==> src/rtl/cdb_sched_pkg.sv <==
// Shared types, defaults and helpers for the CDB write-back slot scheduler.
package cdb_sched_pkg;

   localparam int unsigned MAX_ID_W  = 4;   // covers the 16-FU upper bound
   localparam int unsigned LAT_VEC_W = 256;

   localparam logic [15:0] DEF_FU_LAT = {4'd6, 4'd4, 4'd1, 4'd1};

   typedef struct packed {
      logic                busy;
      logic [MAX_ID_W-1:0] owner;
   } slot_t;

   function automatic int unsigned fu_lat(input logic [LAT_VEC_W-1:0] lat_vec,
                                          input int unsigned i,
                                          input int unsigned lat_w);
      return 32'(lat_vec >> (i * lat_w)) & ((32'd1 << lat_w) - 32'd1);
   endfunction

endpackage

==> src/rtl/rr_conflict_arb.sv <==
// Rotating-priority pick-first over a request vector; flags when more than one
// requester was present so the caller can advance its pointer.
module rr_conflict_arb #(
   parameter int unsigned NUM_FU = 4,
   parameter int unsigned ID_W   = 2
) (
   input  logic [NUM_FU-1:0] req,
   input  logic [ID_W-1:0]   ptr,
   output logic [NUM_FU-1:0] gnt,
   output logic              multi
);

   logic        found;
   int unsigned pos;

   always_comb begin
      gnt   = '0;
      multi = 1'b0;
      found = 1'b0;
      pos   = 0;
      for (int unsigned k = 0; k < NUM_FU; k++) begin
         pos = 32'(ptr) + k;
         if (pos >= NUM_FU) pos = pos - NUM_FU;
         if (req[pos]) begin
            if (found) begin
               multi = 1'b1;
            end else begin
               found    = 1'b1;
               gnt[pos] = 1'b1;
            end
         end
      end
   end

endmodule

==> src/rtl/cdb_slot_sched.sv <==
// CDB write-back scheduler: reserves the bus slot at issue time per FU latency.
// Optional perf counters are enabled with the CDB_SCHED_PERF_EN macro.
module cdb_slot_sched
   import cdb_sched_pkg::*;
#(
   parameter int unsigned              NUM_FU  = 4,
   parameter int unsigned              LAT_W   = 4,
   parameter logic [NUM_FU*LAT_W-1:0]  FU_LAT  = DEF_FU_LAT,
   parameter int unsigned              MAX_LAT = 8,
   parameter int unsigned              ID_W    = $clog2(NUM_FU)
) (
   input  logic               clk,
   input  logic               rst_b,
   input  logic [NUM_FU-1:0]  issue_req,
   output logic [NUM_FU-1:0]  issue_gnt,
   output logic               cdb_vld,
   output logic [ID_W-1:0]    cdb_fu_id,
   output logic [MAX_LAT-1:0] slot_busy
`ifdef CDB_SCHED_PERF_EN
  ,output logic [31:0]        conflict_cnt,
   output logic [31:0]        grant_cnt
`endif
);

   localparam logic [LAT_VEC_W-1:0] FuLatVec = LAT_VEC_W'(FU_LAT);

   slot_t             win_q [MAX_LAT];
   slot_t             win_d [MAX_LAT];
   slot_t             cdb_q, cdb_d;
   logic [ID_W-1:0]   rr_q, rr_d;
   logic [NUM_FU-1:0] req_ok;
   logic [NUM_FU-1:0] grp_req [MAX_LAT];
   logic [NUM_FU-1:0] grp_gnt [MAX_LAT];
   logic              grp_multi [MAX_LAT];
   logic [NUM_FU-1:0] conf_req, conf_gnt;
   logic [ID_W-1:0]   conf_idx;
   logic              conf_multi;
   logic              unused_sig;

   // A requester is eligible only if its target slot is not already reserved.
   always_comb begin
      req_ok = '0;
      for (int unsigned i = 0; i < NUM_FU; i++) begin
         req_ok[i] = issue_req[i] & ~win_q[fu_lat(FuLatVec, i, LAT_W) - 1].busy;
      end
      for (int unsigned j = 0; j < MAX_LAT; j++) begin
         grp_req[j] = '0;
         for (int unsigned i = 0; i < NUM_FU; i++) begin
            if (fu_lat(FuLatVec, i, LAT_W) == j + 1) grp_req[j][i] = req_ok[i];
         end
      end
   end

   for (genvar j = 0; j < MAX_LAT; j++) begin : g_slot_arb
      rr_conflict_arb #(
         .NUM_FU (NUM_FU),
         .ID_W   (ID_W)
      ) u_arb (
         .req   (grp_req[j]),
         .ptr   (rr_q),
         .gnt   (grp_gnt[j]),
         .multi (grp_multi[j])
      );
   end

   // Among groups that had a same-latency conflict, the winner nearest rr_ptr sets the pointer.
   rr_conflict_arb #(
      .NUM_FU (NUM_FU),
      .ID_W   (ID_W)
   ) u_conf_arb (
      .req   (conf_req),
      .ptr   (rr_q),
      .gnt   (conf_gnt),
      .multi (conf_multi)
   );

   always_comb begin
      issue_gnt = '0;
      conf_req  = '0;
      for (int unsigned j = 0; j < MAX_LAT; j++) begin
         issue_gnt = issue_gnt | grp_gnt[j];
         if (grp_multi[j]) conf_req = conf_req | grp_gnt[j];
      end
      conf_idx = '0;
      for (int unsigned i = 0; i < NUM_FU; i++) begin
         if (conf_gnt[i]) conf_idx = ID_W'(i);
      end
      rr_d = rr_q;
      if (|conf_req) rr_d = (conf_idx == ID_W'(NUM_FU - 1)) ? '0 : conf_idx + 1'b1;
   end

   // Shift toward the CDB, then merge this cycle's claims into the shifted window.
   always_comb begin
      for (int unsigned j = 0; j + 1 < MAX_LAT; j++) begin
         win_d[j] = win_q[j+1];
      end
      win_d[MAX_LAT-1] = '0;
      cdb_d            = win_q[0];
      for (int unsigned i = 0; i < NUM_FU; i++) begin
         if (issue_gnt[i]) begin
            if (fu_lat(FuLatVec, i, LAT_W) == 1) begin
               cdb_d.busy  = 1'b1;
               cdb_d.owner = MAX_ID_W'(i);
            end else begin
               win_d[(fu_lat(FuLatVec, i, LAT_W) >= 2) ? fu_lat(FuLatVec, i, LAT_W) - 2 : 0] =
                  '{busy: 1'b1, owner: MAX_ID_W'(i)};
            end
         end
      end
   end

   always_ff @(posedge clk or negedge rst_b) begin
      if (!rst_b) begin
         for (int unsigned j = 0; j < MAX_LAT; j++) win_q[j] <= '0;
         cdb_q <= '0;
         rr_q  <= '0;
      end else begin
         win_q <= win_d;
         cdb_q <= cdb_d;
         rr_q  <= rr_d;
      end
   end

   always_comb begin
      slot_busy = '0;
      for (int unsigned j = 0; j < MAX_LAT; j++) slot_busy[j] = win_q[j].busy;
   end

   assign cdb_vld    = cdb_q.busy;
   assign cdb_fu_id  = cdb_q.owner[ID_W-1:0];
   assign unused_sig = ^{conf_multi, cdb_q.owner};

`ifdef CDB_SCHED_PERF_EN
   logic [32:0] grant_sum;
   logic        any_denied;

   assign grant_sum  = {1'b0, grant_cnt} + 33'($countones(issue_gnt));
   assign any_denied = |(issue_req & ~issue_gnt);

   always_ff @(posedge clk or negedge rst_b) begin
      if (!rst_b) begin
         conflict_cnt <= '0;
         grant_cnt    <= '0;
      end else begin
         if (any_denied && (conflict_cnt != '1)) conflict_cnt <= conflict_cnt + 32'd1;
         grant_cnt <= grant_sum[32] ? '1 : grant_sum[31:0];
      end
   end
`endif

endmodule
==> config.mk <==
export PLATFORM = sky130hd
export DESIGN_NAME = cdb_slot_sched
export DESIGN_NICKNAME = d
export VERILOG_FILES = /design/src/rtl/cdb_sched_pkg.sv /design/src/rtl/rr_conflict_arb.sv /design/src/rtl/cdb_slot_sched.sv
export SDC_FILE = /design/constraint.sdc
export NUM_CORES = 1
export LEC_CHECK = 0
export ABC_AREA = 1
export CORE_MARGIN = 1
export CORE_UTILIZATION = 35
export DETAILED_ROUTE_END_ITERATION = 8
export REMOVE_ABC_BUFFERS = 1
export SYNTH_ARGS = -nofsm -noshare
export SYNTH_HDL_FRONTEND = slang
export SYNTH_SLANG_ARGS = --single-unit
==> constraint.sdc <==
create_clock -name clk -period 3.4 [get_ports clk]
set_clock_uncertainty 0.15 [all_clocks]
set_input_delay 0.34 -clock clk [delete_from_list [all_inputs] [get_ports clk]]
set_output_delay 0.34 -clock clk [all_outputs]
set_load 0.02 [all_outputs]
==> impl_metrics.yaml, run 1 <==
min_path:
  hp-class: "flop to flop"
  whs_path_depth: 0
cts:
  path_clk_slew_ns: 0.05
  numClockSinks: 13
  cts_tree: "done"
  clk_latency_ns: 0.24
  cts-buffers-inserted: 3
  clock_tree.root_cell: "clkbuf_8"
  htree_levels: 1
  cts_max_path_buffers: 2
floorplan:
  row_count: 23
  dieArea_um2: 4548
  start_util: 0.3694
  core_um2: 4058
  ios: 21
  die_w_um: 67.44
  die_h_um: 67.44
power_and_ir_drop:
  peakVddDrop_mv: 0.2859
  powerDensity_nw_per_um2: 1108
  leakage_nw: 0.7967
critical_path:
  cp-start-kind: "flop"
  endpoint_kind: "primary output"
  worstPathRequired_ns: 2.91
  cp_max_fo: 14
  path_class: "flop to primary output"
  reg2reg_depth: 18
  crit_start: "rr_q[0]"
  crit_path_end: "issue_gnt[2]"
  arrival_ns: 2.69
  reg2reg_to: "rr_q[0]"
  r2r-start: "rr_q[0]"
  rrSetupSlack_ns: 0.69
sta:
  worstMarginPinSlew_ns: 0.5770
  fin_tns_setup_ns: 0
  drv_slew: 0
  fmax_ghz: 0.3145
  maxSlewHeadroom: 0.6141
  final_hold_viol_count: 0
  rsz0062_at_grt: "no"
  min_period_over_period: 0.9352
  min_period_ns: 3.180
  setup-violations-final: 0
status:
  status: "completed"
logic_synthesis:
  ys_seq_area_frac: 0.2170
  synth_edf_count: 0
  synth_warnings: 0
  synth.avg_cell_area_um2: 7.241
  synth-seq-cells: 13
  netlist_area_um2: 1499
  synth_ff_type: "dfrtp_1"
  yosys.cell_types.count: 37
  synthArstFlopShare: 1.000
  synthCells: 207
route:
  drt-met1-wl_um: 1559
  drt_iter0_markers: 60
  drtPass1Iterations: 4
  vias: 1371
  drc: 0
  routed-wl-met2_um: 1625
  wl_per_cell_um: 12.83
  dr.max_layer_used: "met4"
  drt-total-wl_um: 3438
  wl_met3_um: 239
  final_antenna_net_count: 0
  viasPerCell: 5.116
global_routing:
  grt_pass1_vias: 1294
  grt_max_degree: 15
  grt_remaining_overflow: 0
  grtUsageTotal: 0.1668
  grt_pass1_wl_um: 5699
  antenna_found_initial: 0
placed_design:
  dpl_cell_area_um2: 1645
  globalplace.congestion: 0.9002
  dp_hpwl_um: 2690
  port_buffers: 17
  dp.cells: 264
finish:
  drive_gt1_frac: 0.2110
  finalInstanceArea_um2: 1692
  n_antenna_cell: 0
  syn_to_final_growth_pct: 12.85
  fillers: 433
  final_nets: 232
  fin_cells: 268
job:
  drv_cap: 0
## final cells by class
| cell class | count | area [µm²] | area share |
|---|---|---|---|
| Clock buffer | 4 | 45.04 | 0.02663 |
| Inverter | 26 | 102.6 | 0.06065 |
| Multi-Input combinational cell | 154 | 955.9 | 0.5651 |
| Sequential cell | 13 | 325.3 | 0.1923 |
| Tap cell | 50 | 62.56 | 0.03698 |
| Timing Repair Buffer | 21 | 200.2 | 0.1183 |
## layer usage
metal	vias to the layer above	track usage
met5	-	0
met4	0	0.03989
met3	2	0.03378
met2	48	0.2875
met1	633	0.2108
li1	688	-
## registers in the layout, summed over array words and instances, names as in the netlist
signal,cells
cdb_fu_id,2
win_d,3
cdb_vld,1
win_q,5
rr_q,2
## power by group
group	switching, mW	internal (mW)	total (mW)
registers	0.0388	0.230	0.269
clock network	0.0541	0.0827	0.137
logic	0.938	0.531	1.47
## kinds of logic after synthesis
group,share of synthesized area
and+or+nand+nor,0.4783
DFF,0.2170
other,0.002502
buffers and inverters,0.1511
AOI/OAI and AO/OA,0.09266
adders and majority gates,0.05843
## through the flow
| stage | power (mW) | hold WS (ns) | utilization | setup WS (ns) |
|---|---|---|---|---|
| 6_report | 1.875 | 0.2013 | 0.4169 | 0.2203 |
| 5_1_grt | 2.047 | 0.2163 | 0.4169 | 0.06285 |
| 4_1_cts | 1.877 | 0.1982 | 0.4166 | 0.1465 |
| 3_5_place_dp | 1.738 | 0.1847 | 0.4055 | 0.4095 |
| 3_3_place_gp | 1.733 | 0.1833 | 0.4055 | 0.4251 |
| 2_1_floorplan | 1.278 | -0.1056 | - | 0.3604 |
## how the worst min path moves through the flow
stage                          from            to  slack [ns]
after floorplan               rst_b  cdb_fu_id[0]       -0.11
after global placement    win_d[30]     win_q[30]        0.18
after detailed placement  win_d[30]     win_q[30]        0.18
after CTS                 win_d[30]     win_q[30]        0.20
after global routing      win_q[30]     win_q[35]        0.22
final                     win_d[30]     win_q[30]        0.20
## layout by cell type (no fill, tap or decap), types with 3 or more instances in the layout
cell,instances
dfrtp_1,13
nor2_1,17
inv_1,18
clkbuf_8,3
nand3_2,11
buf_4,4
nor2_2,3
nand3_1,21
nand4_1,6
inv_2,4
ha_1,7
nand2_4,7
nor3_1,4
conb_1,3
nand2_1,48
nand2_2,6
clkdlybuf4s50_1,17
## timing repair
action                                  in CTS  in global routing
setup buffers                                0                  0
hold buffers                                 0                  0
hold endpoints to repair                     0                  0
resized for setup                            0                  1
endpoints found under the setup margin       0                  1
## critical path: stages, from the launching register on
cell,delay (ns)
dfrtp_1,0.40
inv_4,0.17
ha_1,0.27
inv_1,0.21
nor2_1,0.10
a32o_1,0.22
a2111oi_1,0.37
nand2_1,0.12
clkdlybuf4s50_1,0.56
## cell usage after synthesis, types with 2 or more instances
library cell  number  area share
buf_2              2      0.0067
nor2_2             3       0.013
clkbuf_1           2      0.0050
a21oi_4            2       0.022
nand2_4            7       0.053
dfrtp_1           13        0.22
nand3_2           11       0.073
nand2_2            6       0.025
nor3_1             4       0.013
o221ai_1           2       0.012
nor2_1            17       0.043
nand3_1           21       0.070
inv_4              2      0.0083
inv_2              4       0.010
ha_1               7       0.058
o211ai_1           2       0.010
nand2_1           48        0.12
nand4_1            6       0.025
buf_4             10       0.050
clkinv_1           2      0.0050
inv_1             18       0.045
nand3_4            2       0.023
o21ai_0            2      0.0067
Power figures use the tool's default switching activity.
==> run 2, diff against run 1 <==
CORE_UTILIZATION = 50   (was 35)
PLACE_DENSITY_LB_ADDON = 0.2   (was unset)
==> run 2 against run 1 <==
- the flow now finishes with violations (design-rule violations)
- first-iteration DRC count grew 28%
- register-to-register slack gained 0.03 ns
- via count grew 4.6%
- critical endpoint is now issue_gnt[1]
==> impl_metrics.yaml, run 2 (synthesized netlist as in run 1, its figures left out) <==
cts:
  numClockSinks: 13
  cts-buffers-inserted: 3
  path_clk_slew_ns: 0.08
  cts_hold_buf: 0
  cts_tree: "done"
  clk_latency_ns: 0.28
  htree_levels: 1
  cts_max_path_buffers: 2
  clock_tree.root_cell: "clkbuf_4"
sta:
  rsz0062_at_grt: "no"
  final_hold_viol_count: 0
  setup-violations-final: 0
  drv_slew: 0
  worstMarginPinSlew_ns: 0.5807
  fin_tns_setup_ns: 0
  min_period_over_period: 0.9339
  fmax_ghz: 0.3149
  maxSlewHeadroom: 0.6117
  min_period_ns: 3.175
  timing.final.ws_setup_ns: 0.2246
power_and_ir_drop:
  powerDensity_nw_per_um2: 1125
  peakVddDrop_mv: 0.7227
  leakage_nw: 0.7881
  p_total_mw: 1.855
placed_design:
  port_buffers: 17
  globalplace.congestion: 0.8832
  preCtsSetupSlack_ns: 0.3868
  dp_hpwl_um: 2672
  dp.cells: 245
min_path:
  hp-class: "flop to flop"
job:
  drv_cap: 0
status:
  violations: "design-rule violations"
  status: "complete, but fails checks"
critical_path:
  cp-start-kind: "flop"
  worstPathRequired_ns: 2.91
  arrival_ns: 2.69
  slowest_delay_ns: 0.62
  critPathBufInv: 5
  crit_family: "buffers and inverters"
  endpoint_kind: "primary output"
  path_cells: "inv_1 -> ha_1 -> inv_2 -> nand2_2 -> nor2_2 -> nand2_1 -> nand2_1 -> clkinv_1 -> nand2_2 -> inv_1 -> nand3_1 -> clkdlybuf4s50_1"
  path_class: "flop to primary output"
  cp_max_fo: 8
  cpMaxStageDelayCell: "clkdlybuf4s50_1"
finish:
  layout_commonest_cell: "nand2_1"
  n_antenna_cell: 0
  final_util: 0.5879
  largest_register: "win_q"
  mostFrequentLayoutCells: "nand2_1 (48), nand3_1 (21), inv_1 (17), nor2_1 (17), clkdlybuf4s50_1 (17)"
  final_nets: 232
  fin_cells: 249
  syn_to_final_growth_pct: 10.02
  drive_gt1_frac: 0.2156
  largest_reg_flops: 5
route:
  final_antenna_net_count: 0
  drtPass1Iterations: 6
  wl_per_cell_um: 13.95
  drt-total-wl_um: 3473
  viasPerCell: 5.759
  drt_iter0_markers: 77
  drc: 5
  vias: 1434
floorplan:
  row_count: 19
  start_util: 0.5343
  die_w_um: 56.75
  core_um2: 2805
  die_h_um: 56.75
  ios: 21
  dieArea_um2: 3221
global_routing:
  grt_max_degree: 15
  grt_remaining_overflow: 0
  grt_pass1_vias: 1294
  antenna_found_initial: 0
  grt_pass1_wl_um: 5796
  grtUsageTotal: 0.2293
run 2: cell types whose count changed in the layout (fill, tap and decap cells not counted):
cell      before  now
clkbuf_4       0    3
clkbuf_8       3    0
inv_2          4    5
inv_1         18   17
run 2: power by group:
| group | internal (mW) | total [mW] | leakage [nW] | switching (mW) |
|---|---|---|---|---|
| Clock | 0.0455 | 0.0944 | 0.0150 | 0.0489 |
| Sequential | 0.229 | 0.262 | 0.157 | 0.0332 |
| Combinational | 0.535 | 1.50 | 0.616 | 0.964 |
run 2: final timing paths:
check | from | to | slack, ns | cells after the start
max | rr_q[1] | issue_gnt[1] | 0.22 | 12
min | win_d[30] | win_q[30] | 0.20 | 0
max reg2reg | rr_q[1] | rr_q[1] | 0.72 | 20
min reg2reg | win_d[30] | win_q[30] | 0.20 | 0
max in group asynchronous | rst_b | rr_q[1] | 2.44 | 1
min in group asynchronous | rst_b | win_q[36] | 0.28 | 1
run 2: timing repair:
item                       in CTS  in global routing
gates resized for setup         0                  2
setup endpoints to repair       0                  2
setup buffers                   0                  0
run 2: layer usage:
layer | vias up | global-route usage | wire length (µm)
li1 | 691 | - | -
met1 | 664 | 0.3052 | 1497
met2 | 71 | 0.3759 | 1666
met3 | 8 | 0.06221 | 273
met4 | 0 | 0.04181 | 36
met5 | - | 0 | 0
run 2: through the flow:
step | hold WS [ns] | instance area (µm²)
3_3_place_gp | 0.1820 | 1622
3_5_place_dp | 0.1855 | 1622
2_1_floorplan | -0.1056 | 1383
6_report | 0.1975 | 1649
5_1_grt | 0.2043 | 1649
4_1_cts | 0.1953 | 1648
run 2: final cells by class:
class                           instances  area (µm²)
Inverter                               26       102.6
Clock buffer                            4       26.28
Multi-Input combinational cell        154       955.9
Timing Repair Buffer                   21       200.2
Fill cell                             273        1156
Sequential cell                        13       325.3
Tap cell                               31       38.79
==> run 3, diff against run 2 <==
CAP_MARGIN = 20   (was unset)
==> results of run 3 <==
Final layout, timing and power as in run 2 (identical DEF).
